## config.mk

```make
export PLATFORM = sky130hd
export DESIGN_NAME = fetch_ifid_stage
export DESIGN_NICKNAME = d
export VERILOG_FILES = /design/src/rtl/fetch_ifid_stage.sv
export SDC_FILE = /design/constraint.sdc
export NUM_CORES = 1
export LEC_CHECK = 0
export BUFFER_PORTS_ARGS = -buffer_cell sky130_fd_sc_hd__buf_2
export CAP_MARGIN = 10
export CORE_MARGIN = 3
export CORE_UTILIZATION = 34
export CTS_BUF_LIST = sky130_fd_sc_hd__clkbuf_16
export DETAILED_ROUTE_END_ITERATION = 6
export SETUP_SLACK_MARGIN = 0.15
export SLEW_MARGIN = 10
export SYNTH_ARGS = -nofsm -noshare
export SYNTH_HDL_FRONTEND = slang
export SYNTH_SLANG_ARGS = --single-unit
```

## constraint.sdc

```tcl
create_clock -name clk -period 3.6 [get_ports clk]
set_input_delay 0.18 -clock clk [delete_from_list [all_inputs] [get_ports clk]]
set_output_delay 0.18 -clock clk [all_outputs]
set_load 0.01 [all_outputs]
```

## src/rtl/fetch_ifid_stage.sv

```systemverilog
// rtl/fetch_ifid_stage.sv - instruction fetch stage and IF/ID pipeline register
// Tracks the PC, drives the synchronous instruction memory and absorbs stalls, redirects and flushes.
module fetch_ifid_stage #(
    parameter logic [31:0] RESET_PC  = 32'h0000_0000,
    parameter logic [31:0] NOP_INSTR = 32'h0000_0000
) (
    input  logic        clk,
    input  logic        rst,
    input  logic        stall,
    input  logic        flush,
    input  logic        branch_taken,
    input  logic [31:0] branch_target,
    output logic [31:0] imem_addr,
    output logic        imem_en,
    input  logic [31:0] imem_rdata,
    output logic        id_valid,
    output logic [31:0] id_instr,
    output logic [31:0] id_pc_plus4,
    output logic [5:0]  id_opcode,
    output logic [4:0]  id_rs,
    output logic [4:0]  id_rt,
    output logic [4:0]  id_rd,
    output logic [15:0] id_imm16
);

    logic [31:0] pc_q, pc_d;
    logic        f_valid_q, f_valid_d;
    logic [31:0] f_pc_q, f_pc_d;
    logic        id_valid_q, id_valid_d;
    logic [31:0] id_instr_q, id_instr_d;
    logic [31:0] id_pc_plus4_q, id_pc_plus4_d;

    always_comb begin
        pc_d          = pc_q;
        f_valid_d     = f_valid_q;
        f_pc_d        = f_pc_q;
        id_valid_d    = id_valid_q;
        id_instr_d    = id_instr_q;
        id_pc_plus4_d = id_pc_plus4_q;

        // A redirect kills the word already in flight: it came from the wrong path.
        if (branch_taken) begin
            pc_d      = branch_target & ~32'h0000_0003;
            f_valid_d = 1'b0;
        end else if (!stall) begin
            pc_d      = pc_q + 32'd4;
            f_valid_d = 1'b1;
            f_pc_d    = pc_q;
        end

        if (flush || branch_taken) begin
            id_valid_d = 1'b0;
            id_instr_d = NOP_INSTR;
        end else if (!stall) begin
            id_valid_d    = f_valid_q;
            id_instr_d    = f_valid_q ? imem_rdata : NOP_INSTR;
            id_pc_plus4_d = f_pc_q + 32'd4;
        end
    end

    always_ff @(posedge clk or posedge rst) begin
        if (rst) begin
            pc_q          <= RESET_PC;
            f_valid_q     <= 1'b0;
            f_pc_q        <= 32'h0;
            id_valid_q    <= 1'b0;
            id_instr_q    <= NOP_INSTR;
            id_pc_plus4_q <= 32'h0;
        end else begin
            pc_q          <= pc_d;
            f_valid_q     <= f_valid_d;
            f_pc_q        <= f_pc_d;
            id_valid_q    <= id_valid_d;
            id_instr_q    <= id_instr_d;
            id_pc_plus4_q <= id_pc_plus4_d;
        end
    end

    // Memory keeps its last word while disabled, which is what lets a stall hold the in-flight word.
    assign imem_addr   = pc_q;
    assign imem_en     = ~stall | branch_taken;

    assign id_valid    = id_valid_q;
    assign id_instr    = id_instr_q;
    assign id_pc_plus4 = id_pc_plus4_q;
    assign id_opcode   = id_instr_q[31:26];
    assign id_rs       = id_instr_q[25:21];
    assign id_rt       = id_instr_q[20:16];
    assign id_rd       = id_instr_q[15:11];
    assign id_imm16    = id_instr_q[15:0];

endmodule

```

# After elaboration in Yosys (flattened, before gate mapping)
# Index checks and enable logic that the tools add are counted.
[totals] latch_bits=0 ram_bits=0 out_inout_bits=135 ff_bits=130 mem_bits_ro=0 inputBits=69 mem_count=0
[op_classes] shifts=0 order_cmp=0 n_bitwise=4 eq_ne=2 muxes=9 addsub=2 n_reduce_logical=3 div=0 mul=0
[ops] operator="two-way mux 32 bit" n=5
[ops] operator="adder 32 x 3 -> 32 bit, second input constant" n=2
[ops] operator="two-way mux 1 bit" n=4
[ops] operator="inequality test 2 x 1 -> 1 bit, second input constant" n=2
[ops] operator="AND reduction 2 bit" n=2
[ops] operator="inverter 1 bit" n=3
[ops] operator="logical OR 1 bit" n=1
[ops] operator="OR 1 bit" n=1

# Depth between registers and ports, before layout
[logic_depth] ltp_word=3 ltp_mapped=7

# Least setup slack after synthesis
# No wires, ideal clock.
[synth_timing] kind="register -> register" startpoint="register f_pc_q[2]" endpoint="register id_pc_plus4_q[18], in the netlist id_pc_plus4[18]" t_arrival_ns=1.973 required_time_ns=3.518 path_stages_with_launch=7 setup_slack_ns=1.545 period_less_slack_ns=2.055 path_cell_list="dfrtp_1 ha_1 nand4_1 or4_4 buf_2 or3_1 a31oi_1"
[synth_via] elab_chain_cells=1
[synth_rtl] element="start: declaration" line_no="28" rtl="logic [31:0] f_pc_q, f_pc_d;"
[synth_rtl] element="start signal: assignment" line_no="72" rtl="f_pc_q <= f_pc_d;"
[synth_rtl] element="adder 32 x 3 -> 32 bit" line_no="57" rtl="id_pc_plus4_d = f_pc_q + 32'd4;"
[synth_rtl] element="end signal: assignment" line_no="75" rtl="id_pc_plus4_q <= id_pc_plus4_d;"
[synth_rtl] element="end: declaration" line_no="31" rtl="logic [31:0] id_pc_plus4_q, id_pc_plus4_d;"
# No other way between the ends.
# A chain may end at the register's enable or synchronous reset.

# Worst setup path in the final report
[layout_timing] startpoint="register pc_q[6], in the netlist imem_addr[6]" endpoint="register pc_q[19], in the netlist imem_addr[19]"
[layout_via] elab_chain_cells=3
[layout_rtl] element="start: declaration" line_no="26" rtl="logic [31:0] pc_q, pc_d;"
[layout_rtl] element="start signal: assignment" line_no="70" rtl="pc_q <= pc_d;"
[layout_rtl] element="adder 32 x 3 -> 32 bit" line_no="46" rtl="pc_d = pc_q + 32'd4;"
[layout_rtl] element="two-way mux 32 bit" line_no="45" rtl="end else if (!stall) begin"
[layout_rtl] element="two-way mux 32 bit" line_no="42" rtl="if (branch_taken) begin"
# No other way between the ends. The select of a mux whose other input is x is not followed.

==> impl_metrics.json <==
{
  "dp_hpwl_um": 11500,
  "wl_met2_um": 7400,
  "diodes": 0,
  "crit_required_ns": 3.93,
  "fin_skew_ns": 0.0123,
  "areaGrowthSynthToFinish_pct": 34.3,
  "status": "finished, final reports clean",
  "dieArea_um2": 19400,
  "synth.top_cell.area_share": 0.515,
  "setup_viol": 0,
  "die_w_um": 139,
  "clk_pin_slew_ns": 0.06,
  "post_drt_wl_per_cell_um": 15.8,
  "start_util": 0.349,
  "cts_sinks": 124,
  "finalHoldViolations": 0,
  "yosysMostFrequentCell": "dfrtp_1",
  "synth_area_leaders": "dfrtp_1 (51%), buf_4 (5.2%), a22o_1 (4.6%)",
  "arrival_ns": 2.69,
  "fin_setup_tns_ns": 0,
  "drive_above_1_share": 0.335,
  "synthArstFlopShare": 1.00,
  "drt_iter0_markers": 216,
  "clk_latency_ns": 0.42,
  "powerDensity_nw_per_um2": 522,
  "syn_inst": 592,
  "grt_max_degree": 91,
  "yosysSeqAreaShare": 0.515,
  "rsz0062_at_grt": "false",
  "synth_cell_types": 43,
  "numCtsBuffers": 17,
  "highest-signal-layer": "met4",
  "wl_met3_um": 1040,
  "drc": 0,
  "synth_edf_count": 0,
  "viasPerCell": 5.06,
  "synth_top_cells_by_count": "dfrtp_1 (124), nand2_1 (60), buf_4 (42)",
  "wl_met1_um": 7710,
  "ios": 204,
  "irDropWorstVdd_mv": 0.321,
  "cap_viol_max_count": 0,
  "cts_root_buf": "clkbuf_16",
  "report.final.slew_viol_count": 0,
  "worstHoldStart": "branch_target[15]",
  "layout.cells.non_filler": 1032,
  "crit_fanout": 16,
  "post_cts_buffers": 0,
  "clk_path_buf_depth": 2,
  "cts_max_level": 4,
  "hold_end": "imem_addr[15]",
  "grt_pass1_wl_um": 26900,
  "drt-pass1-iter-count": 5,
  "relSlewSlack": 0.381,
  "grt_pass1_vias": 4972,
  "wl_um": 16300,
  "min_period_ns": 2.36,
  "coreArea_um2": 17300,
  "ys_warn_count": 0,
  "syn_area_um2": 6030,
  "ys.flop_type": "dfrtp_1",
  "antenna_found_initial": 0,
  "syn_area_per_cell_um2": 10.2,
  "vias": 5220,
  "rr_endpoint": "imem_addr[19]",
  "fin_area_um2": 8100,
  "min_path_type": "input port to register",
  "p_leak_nw": 3.76,
  "post-route-util": 0.468,
  "worstSetupPathType": "register to register",
  "ant_nets": 0,
  "hold-path-cell-count": 3,
  "ff2ff_path_depth": 4,
  "io_buffers": 197,
  "fmax_ghz": 0.425,
  "cp-start-kind": "register",
  "cts_tree": "built",
  "fin_crit_sh": 0.654,
  "finalNetCount": 865,
  "endpoint_kind": "register",
  "die_h_um": 139,
  "dp_cells": 948,
  "worstMarginPinSlew_ns": 0.921,
  "synth_top_cell_by_area": "dfrtp_1",
  "finalPower_mw": 4.23,
  "ys_ff_latch": 124,
  "row_count": 48,
  "post_dp_cell_area_um2": 6940,
  "regToRegStartpoint": "imem_addr[6]",
  "grt_use_total": 0.172,
  "gp_congestion": 0.779,
  "r2r_slack_ns": 1.24,
  "overflow": 0
}
[cell usage in the layout, fill, tap and decap left out, types with 4 or more instances in the layout]
master and instances:
buf_2 197, dfrtp_1 124, nand2_1 60, dlygate4sd3_1 52, o21ai_0 41, nor2_1 35, a22o_1 32, mux2_2 24
nand3_1 24, a31oi_1 24, clkbuf_16 17, xnor2_1 16, or4_1 16, nand4_1 14, or3_1 12, o31ai_1 12
o311ai_0 12, inv_1 11, nor3_1 7, and4_1 7, xor2_1 6, and3_1 5, or2_2 5, clkinv_4 5
conb_1 4, bufinv_16 4, buf_4 4
[metrics by stage]
stage | hold slack [ns] | setup slack (ns)
final | 0.0203 | 1.24
after global placement | 0.355 | 1.26
after floorplan | 0.300 | 1.54
after CTS | 0.00342 | 1.22
after global routing | 0.0197 | 1.07
after detailed placement | 0.354 | 1.22
[how the worst max path moves through the flow]
stage / startpoint / to / slack [ns] / cells after the start
floorplan: f_pc_q[2] / id_pc_plus4[18] / 1.54 / 6
global placement: imem_addr[6] / imem_addr[19] / 1.26 / 4
detailed placement: stall / imem_addr[19] / 1.22 / 5
CTS: imem_addr[6] / imem_addr[19] / 1.22 / 4
global route: imem_addr[6] / imem_addr[19] / 1.07 / 4
finish: imem_addr[6] / imem_addr[19] / 1.24 / 4
[worst max-delay path, stage by stage (launching register included)]
cell and delay [ns]:
dfrtp_1 0.49, nand3_1 0.22, or4_1 0.79, or4_1 0.59, a31oi_1 0.18
[where the power goes]
group | total (mW) | internal (mW) | switching [mW] | leakage (nW)
registers | 1.76 | 1.57 | 0.187 | 1.54
logic | 0.642 | 0.307 | 0.334 | 1.92
clock network | 1.83 | 1.17 | 0.658 | 0.306
total | 4.23 | 3.05 | 1.18 | 3.76
[state kept, by name (all words and copies together), names as in the netlist]
name         count
f_valid_q        1
id_instr        32
imem_addr       30
f_pc_q          30
id_valid         1
id_pc_plus4     30
[kinds of logic (layout without fill, tap and decap cells)]
group	after synthesis	in the layout	synth area share
compound gates	131	131	0.150
xor+xnor	22	22	0.0320
fa+ha+maj	2	2	0.00415
buf+inv	86	298	0.0799
flops	124	124	0.515
mux	25	25	0.0465
other cells	1	4	0.000622
simple gates	201	201	0.172
[area by class of cell]
| cell class | count | area, um^2 |
|---|---|---|
| Timing Repair Buffer | 254 | 1560 |
| Fill cell | 1660 | 9200 |
| Sequential cell | 124 | 3100 |
| Clock inverter | 15 | 213 |
| Clock buffer | 17 | 425 |
| Inverter | 12 | 48.8 |
| Tap cell | 225 | 282 |
| Multi-Input combinational cell | 385 | 2470 |
[timing repair]
item,in CTS,in global routing
endpoints found under the hold margin,85,0
resized for setup,0,0
hold buffers,52,0
[layer usage]
metal	GRT usage	up-vias
met2	0.262	196
met3	0.0441	11
met5	0	-
li1	-	2545
met1	0.240	2468
met4	0.0582	0
Power figures use the tool's default switching activity.
